$ cat src/rtl/sipo_deserializer_if.sv
// Parallel-side and serial-side signal bundle for sipo_deserializer.
// parity_err exists only when PARITY_CHECK_EN is defined.
interface sipo_deserializer_if #(
  parameter int WIDTH = 8
);
  logic             data_in;
  logic             shift_en;
  logic             clear;
  logic [WIDTH-1:0] data_out;
  logic             out_valid;
  logic             out_ready;
  logic             overrun;
  logic             busy;
`ifdef PARITY_CHECK_EN
  logic             parity_err;
`endif

  // Driver/consumer side: feeds serial bits and accepts assembled words.
  modport master (
    output data_in,
    output shift_en,
    output clear,
    output out_ready,
`ifdef PARITY_CHECK_EN
    input  parity_err,
`endif
    input  data_out,
    input  out_valid,
    input  overrun,
    input  busy
  );

  modport slave (
    input  data_in,
    input  shift_en,
    input  clear,
    input  out_ready,
`ifdef PARITY_CHECK_EN
    output parity_err,
`endif
    output data_out,
    output out_valid,
    output overrun,
    output busy
  );
endinterface

$ cat src/rtl/sipo_deserializer.sv
// Serial-in parallel-out deserializer with a single valid/ready holding register.
// Define PARITY_CHECK_EN to expect a trailing even-parity bit per frame and expose parity_err.
module sipo_deserializer #(
  parameter int WIDTH     = 8,
  parameter bit MSB_FIRST = 1'b1
) (
  input  logic              clk,
  input  logic              rst,
  sipo_deserializer_if.slave bus
);

`ifdef PARITY_CHECK_EN
  localparam int FRAME = WIDTH + 1;
  // The whole data word is held in the shift register; the parity bit arrives live.
  localparam int SR_W  = WIDTH;
`else
  localparam int FRAME = WIDTH;
  // The final data bit is taken straight from data_in, so one bit less is stored.
  localparam int SR_W  = WIDTH - 1;
`endif
  localparam int CNT_W = $clog2(FRAME);
  localparam logic [CNT_W-1:0] LAST_CNT = CNT_W'(FRAME - 1);

  genvar gi;

  logic [SR_W-1:0]  sr_reg, sr_next, sr_shifted;
  logic [CNT_W-1:0] cnt_reg, cnt_next;
  logic [WIDTH-1:0] data_reg, data_next, word;
  logic             valid_reg, valid_next;
  logic             overrun_reg, overrun_next;

  logic sample;
  logic complete;
  logic accept;
  logic hold_free;

`ifdef PARITY_CHECK_EN
  logic parity_err_reg, parity_err_next;
  logic parity_phase;
  assign parity_phase = (cnt_reg == CNT_W'(WIDTH));
`endif

  generate
    if (MSB_FIRST) begin : g_msb
      assign sr_shifted[0] = bus.data_in;
      for (gi = 1; gi < SR_W; gi++) begin : g_bit
        assign sr_shifted[gi] = sr_reg[gi-1];
      end
`ifdef PARITY_CHECK_EN
      assign word = sr_reg;
`else
      assign word = {sr_reg, bus.data_in};
`endif
    end else begin : g_lsb
      assign sr_shifted[SR_W-1] = bus.data_in;
      for (gi = 0; gi < SR_W - 1; gi++) begin : g_bit
        assign sr_shifted[gi] = sr_reg[gi+1];
      end
`ifdef PARITY_CHECK_EN
      assign word = sr_reg;
`else
      assign word = {bus.data_in, sr_reg};
`endif
    end
  endgenerate

  assign sample    = bus.shift_en && !bus.clear;
  assign complete  = sample && (cnt_reg == LAST_CNT);
  assign accept    = valid_reg && bus.out_ready;
  assign hold_free = !valid_reg || bus.out_ready;

  always_comb begin
    sr_next      = sr_reg;
    cnt_next     = cnt_reg;
    data_next    = data_reg;
    valid_next   = valid_reg;
    overrun_next = overrun_reg;
`ifdef PARITY_CHECK_EN
    parity_err_next = parity_err_reg;
`endif

    if (bus.clear) begin
      sr_next      = '0;
      cnt_next     = '0;
      overrun_next = 1'b0;
    end else if (sample) begin
`ifdef PARITY_CHECK_EN
      if (!parity_phase) begin
        sr_next = sr_shifted;
      end
`else
      sr_next = sr_shifted;
`endif
      cnt_next = complete ? '0 : cnt_reg + CNT_W'(1);
    end

    // A completed word either lands in the holding register or is dropped as overrun.
    if (complete && hold_free) begin
      data_next  = word;
      valid_next = 1'b1;
`ifdef PARITY_CHECK_EN
      parity_err_next = ^{sr_reg, bus.data_in};
`endif
    end else begin
      if (complete) begin
        overrun_next = 1'b1;
      end
      if (accept) begin
        valid_next = 1'b0;
      end
    end
  end

  always_ff @(posedge clk) begin
    if (rst) begin
      sr_reg      <= '0;
      cnt_reg     <= '0;
      data_reg    <= '0;
      valid_reg   <= 1'b0;
      overrun_reg <= 1'b0;
`ifdef PARITY_CHECK_EN
      parity_err_reg <= 1'b0;
`endif
    end else begin
      sr_reg      <= sr_next;
      cnt_reg     <= cnt_next;
      data_reg    <= data_next;
      valid_reg   <= valid_next;
      overrun_reg <= overrun_next;
`ifdef PARITY_CHECK_EN
      parity_err_reg <= parity_err_next;
`endif
    end
  end

  assign bus.data_out  = data_reg;
  assign bus.out_valid = valid_reg;
  assign bus.overrun   = overrun_reg;
  assign bus.busy      = (cnt_reg != '0);
`ifdef PARITY_CHECK_EN
  assign bus.parity_err = parity_err_reg;
`endif

endmodule

$ cat src/flat_wrapper.sv
// flat-port wrapper written by rule: the top's interface ports become plain ports
module sipo_deserializer_flat 
#(
  parameter int WIDTH     = 8,
  parameter bit MSB_FIRST = 1'b1
)
  (clk, rst, bus_data_in, bus_shift_en, bus_clear, bus_out_ready, bus_data_out, bus_out_valid, bus_overrun, bus_busy);
  sipo_deserializer_if #(.WIDTH(WIDTH)) bus_i ();
  input  logic clk;
  input  logic rst;
  input wire logic [$bits(bus_i.data_in)-1:0] bus_data_in;
  input wire logic [$bits(bus_i.shift_en)-1:0] bus_shift_en;
  input wire logic [$bits(bus_i.clear)-1:0] bus_clear;
  input wire logic [$bits(bus_i.out_ready)-1:0] bus_out_ready;
  output wire logic [$bits(bus_i.data_out)-1:0] bus_data_out;
  output wire logic [$bits(bus_i.out_valid)-1:0] bus_out_valid;
  output wire logic [$bits(bus_i.overrun)-1:0] bus_overrun;
  output wire logic [$bits(bus_i.busy)-1:0] bus_busy;
  assign bus_i.data_in = bus_data_in;
  assign bus_i.shift_en = bus_shift_en;
  assign bus_i.clear = bus_clear;
  assign bus_i.out_ready = bus_out_ready;
  assign bus_data_out = bus_i.data_out;
  assign bus_out_valid = bus_i.out_valid;
  assign bus_overrun = bus_i.overrun;
  assign bus_busy = bus_i.busy;
  sipo_deserializer #(.WIDTH(WIDTH), .MSB_FIRST(MSB_FIRST)) u_core (.clk(clk), .rst(rst), .bus(bus_i));
endmodule
$ cat config.mk
export PLATFORM = sky130hd
export DESIGN_NAME = sipo_deserializer_flat
export DESIGN_NICKNAME = d
export VERILOG_FILES = /design/src/rtl/sipo_deserializer_if.sv /design/src/rtl/sipo_deserializer.sv /design/src/flat_wrapper.sv
export SDC_FILE = /design/constraint.sdc
export NUM_CORES = 1
export LEC_CHECK = 0
export ABC_AREA = 0
export ABC_CLOCK_PERIOD_IN_PS = 1700
export BUFFER_PORTS_ARGS = -buffer_cell sky130_fd_sc_hd__buf_2
export CAP_MARGIN = 10
export CORE_MARGIN = 2
export CORE_UTILIZATION = 35
export CTS_CLUSTER_SIZE = 24
export DETAILED_ROUTE_END_ITERATION = 16
export PLACE_DENSITY_LB_ADDON = 0.3
export SETUP_SLACK_MARGIN = 0.02
export SYNTH_ARGS = -nofsm -noshare
export SYNTH_HDL_FRONTEND = slang
export SYNTH_SLANG_ARGS = --single-unit
$ cat constraint.sdc
create_clock -name clk -period 1.7 [get_ports clk]
set_clock_uncertainty 0.1 [all_clocks]
set_input_delay 0.085 -clock clk [delete_from_list [all_inputs] [get_ports clk]]
set_output_delay 0.085 -clock clk [all_outputs]
set_load 0.01 [all_outputs]
# Yosys cells after proc, flatten, opt, wreduce, memory -nomap -nowiden
# Cells that the tools add are included.
[classes]
eq_ne = 1
add_sub_neg = 1
mux = 6
reduce_logical = 10
[op_table]
columns = ["cell", "count"]
rows = [
  ["$mux W1", 5],
  ["$logic_and A1 B1 Y1", 4],
  ["$add A3 B1 Y3 const B", 1],
  ["$eq A3 B3 Y1 const B", 1],
  ["$mux W3", 1],
  ["$reduce_bool A3 Y1", 1],
  ["$logic_not A1 Y1", 2],
  ["$reduce_bool A2 Y1", 1],
  ["$reduce_or A2 Y1", 1],
  ["$logic_or A1 B1 Y1", 1],
]
[word_totals]
elab_cells = 23
inputBits = 6
reg_bits = 20

# Longest topological paths before layout
[logic_depth]
word_depth = 5
ltp_mapped = 5

# Worst setup path after synthesis
# OpenSTA, ideal clock, no wires.
[synth_path]
path_type = "register -> register"
from = "register u_core.cnt_reg[0]"
to = "register u_core.data_reg[0], in the netlist u_core.bus.data_out[0]"
stages_incl_launch_ff = 6
setup_slack_ns = 0.191
arrival_time_ns = 1.337
required_ns = 1.528
cell_sequence = "dfxtp_1 > ha_1 > ha_1 > nand2_1 > nor3_4 > mux2i_1"
[synth_between]
elab_chain_len = 3
[synth_rtl]
columns = ["element", "line_no", "text"]
rows = [
  ["from (decl)", "sipo_deserializer.sv:27", "logic [CNT_W-1:0] cnt_reg, cnt_next;"],
  ["from (signal assigned)", "sipo_deserializer.sv:126", "cnt_reg <= cnt_next;"],
  ["$eq A3 B3 Y1", "sipo_deserializer.sv:68", "assign complete = sample && (cnt_reg == LAST_CNT);"],
  ["$logic_and A1 B1 Y1", "sipo_deserializer.sv:68", ""],
  ["$logic_and A1 B1 Y1", "sipo_deserializer.sv:98", "if (complete && hold_free) begin"],
  ["to (signal assigned)", "sipo_deserializer.sv:127", "data_reg <= data_next;"],
  ["to (decl)", "sipo_deserializer.sv:28", "logic [WIDTH-1:0] data_reg, data_next, word;"],
]
# No other way between the ends.
# A chain may end at the register's enable or synchronous reset.

# Worst setup path after layout
[layout_path]
from = "register u_core.cnt_reg[1]"
to = "register u_core.data_reg[4], in the netlist u_core.bus.data_out[4]"
# Same word-level chain as after synthesis.

==> impl_metrics.yaml <==
yosys:
  netlist_instances: 84
  yosysTopAreaCellShare_pct: 47.0
  synth_edf_count: 0
  syn-num-nets: 93
  ys_seq_area_share_pct: 47.0
  synth.avg_cell_area_sq_um: 10.1
  ys_ff_latch: 20
  synth-main-ff-cell: "dfxtp_1"
  ys_top_cells_by_count: "20 x dfxtp_1, 19 x nand2b_1, 16 x mux2i_1, 11 x nor2_1, 3 x ha_1"
  synth.most_common_cell: "dfxtp_1"
  ys_types: 16
  netlist_top_cells_area: "dfxtp_1 47%, mux2i_1 19%, nand2b_1 14%"
  async_flop_share_pct: 0
  yosys_warnings: 0
  syn_area_sq_um: 852
  yosys.area.top_type: "dfxtp_1"
worst_setup_path:
  worst_ep_arrival_time_ns: 1.68
  r2r-end: "u_core.bus.data_out[4]"
  r2r_cells: 6
  endpoint_kind: "flip-flop"
  r2r_start: "u_core.cnt_reg[1]"
  crit_fanout: 8
  cp-start-kind: "flip-flop"
  cp_data_required_time_ns: 1.83
  rrSetupSlack_ns: 0.15
  crit_type: "reg -> reg"
placed_design:
  port_buffers: 16
  dpl.hpwl_mm: 1.02
  gp_congestion: 0.626
grt:
  gr-usage-all-layers_pct: 11.5
  overflow: 0
  grt_pass1_vias: 565
  grt_max_degree: 19
  grt_antenna_before_repair: 0
  grt_pass1_wl_mm: 2.33
cts:
  root_buffer: "clkbuf_4"
  clk_latency_ns: 0.30
  cts_tree: "yes"
  htreeDepth: 1
  cts_sinks: 20
  postCtsSetupRepairBufs: 0
  cts_made_buffers: 3
  cts_max_path_buffers: 2
  path_clk_slew_ns: 0.12
pwr:
  vdd_drop_max_mv: 0.487
  p_leak_nw: 0.426
  p_per_area_nw_per_um2: 767
run_status:
  status: "completed"
routing:
  drc: 0
  routedWlPerCell_microns: 10.7
  viasPerCell: 4.67
  first_pass_iters: 4
  detail-route-antenna-nets: 0
  vias: 621
  drt-initial-drc-count: 7
  drt_wl_total_mm: 1.42
sta:
  period_share_pct: 91.0
  hold_viol_final: 0
  drv_slew: 0
  fin_setup_tns_ns: 0
  timing.fmax_mhz: 646
  relSlewSlack_pct: 76.3
  period_needed_ns: 1.55
  hold_ws_ns: 0.0644
  rsz0062_at_grt: "false"
  setup_viol: 0
  worst_pin_slew_ns: 0.356
worst_hold_path:
  holdPathStages: 4
  hold_end: "u_core.bus.overrun"
  hold_start: "bus_out_ready"
  worst_hold_path_type: "in -> reg"
floorplan:
  row_count: 17
  dieArea_sq_um: 2850
  boundaryPins: 17
  start_util_pct: 37.8
  chipHeight_microns: 53.3
  die_w_microns: 53.3
  core_sq_um: 2250
finish:
  finalNetCount: 115
  drive_gt1_share_pct: 21.9
  largest_reg_flops: 8
  diodes: 0
  syn_to_final_growth_pct: 22.3
run:
  drv_cap: 0
## cells by family (layout without fill, tap and decap cells)
logic type      count (synthesis)  after routing  share of synthesized area [%]
simple gates                   36             36                           24.4
flops                          20             20                           47.0
mux                            16             16                           18.8
buf+inv                         5             26                           2.35
compound gates                  4              4                           3.08
fa+ha+maj                       3              3                           4.41
## per-stage QoR
step                cells  util (%)  setup slack (ns)  total power (W)  cell area (sq um)
global placement      126      43.2             0.213         0.000525                975
CTS                   133      46.2             0.118         0.000810               1040
detailed placement    126      43.2             0.159         0.000526                975
floorplan              84         -             0.191         0.000512                852
finish                133      46.2             0.152         0.000799               1040
global route          133      46.2            0.0335         0.000839               1040
## worst max-delay path by stage
stage / from / endpoint / slack [ns] / cells past startpoint
finish: u_core.cnt_reg[1] / u_core.bus.data_out[4] / 0.15 / 6
global route: u_core.cnt_reg[1] / u_core.bus.data_out[4] / 0.03 / 6
CTS: u_core.cnt_reg[0] / u_core.bus.data_out[4] / 0.12 / 6
detailed placement: u_core.cnt_reg[0] / u_core.bus.data_out[4] / 0.16 / 6
global placement: u_core.cnt_reg[0] / u_core.bus.data_out[5] / 0.21 / 6
floorplan: u_core.cnt_reg[0] / u_core.bus.data_out[0] / 0.19 / 5
## layout by cell type, fill, tap and decap left out, types with 2 or more instances in the layout
master,instances
inv_1,2
nand2b_1,19
nor2_1,11
mux2i_1,16
a21oi_1,2
buf_2,16
nand3b_1,2
ha_1,3
clkbuf_4,3
dlygate4sd3_1,3
dfxtp_1,19
## final cells by class
class / instances / area (sq um)
inverters: 2 / 7.51
flip-flops and latches: 20 / 402
repair buffers: 20 / 130
clock buffers: 4 / 36.3
multi-input cells: 59 / 432
fillers: 242 / 1210
well taps: 28 / 35.0
## power by group
group          internal, W  total [W]  leakage [nW]  switching (W)
clock             0.000131   0.000278        0.0210       0.000148
sequential        0.000471   0.000473         0.162     0.00000223
combinational    0.0000241  0.0000472         0.243      0.0000231
total             0.000626   0.000799         0.426       0.000173
## worst max-delay path, stage by stage (launching register included)
cell	delay, ns
dfxtp_1	0.37
ha_1	0.15
ha_1	0.21
nand2_1	0.12
nor3_4	0.17
buf_12	0.16
mux2i_1	0.18
## layer usage
| layer | vias to the layer above | GRT usage [%] | part of all wire, % |
|---|---|---|---|
| li1 | 317 | - | - |
| met1 | 287 | 12.9 | 46 |
| met2 | 17 | 18.7 | 47 |
| met3 | 0 | 5.93 | 7.2 |
| met4 | 0 | 3.85 | 0 |
| met5 | - | 0 | 0 |
## what timing repair did
action | CTS | global route
hold endpoints to repair | 3 | 0
setup endpoints to repair | 0 | 4
hold buffers | 3 | 0
resized for setup | 0 | 1
Power figures use the tool's default switching activity.
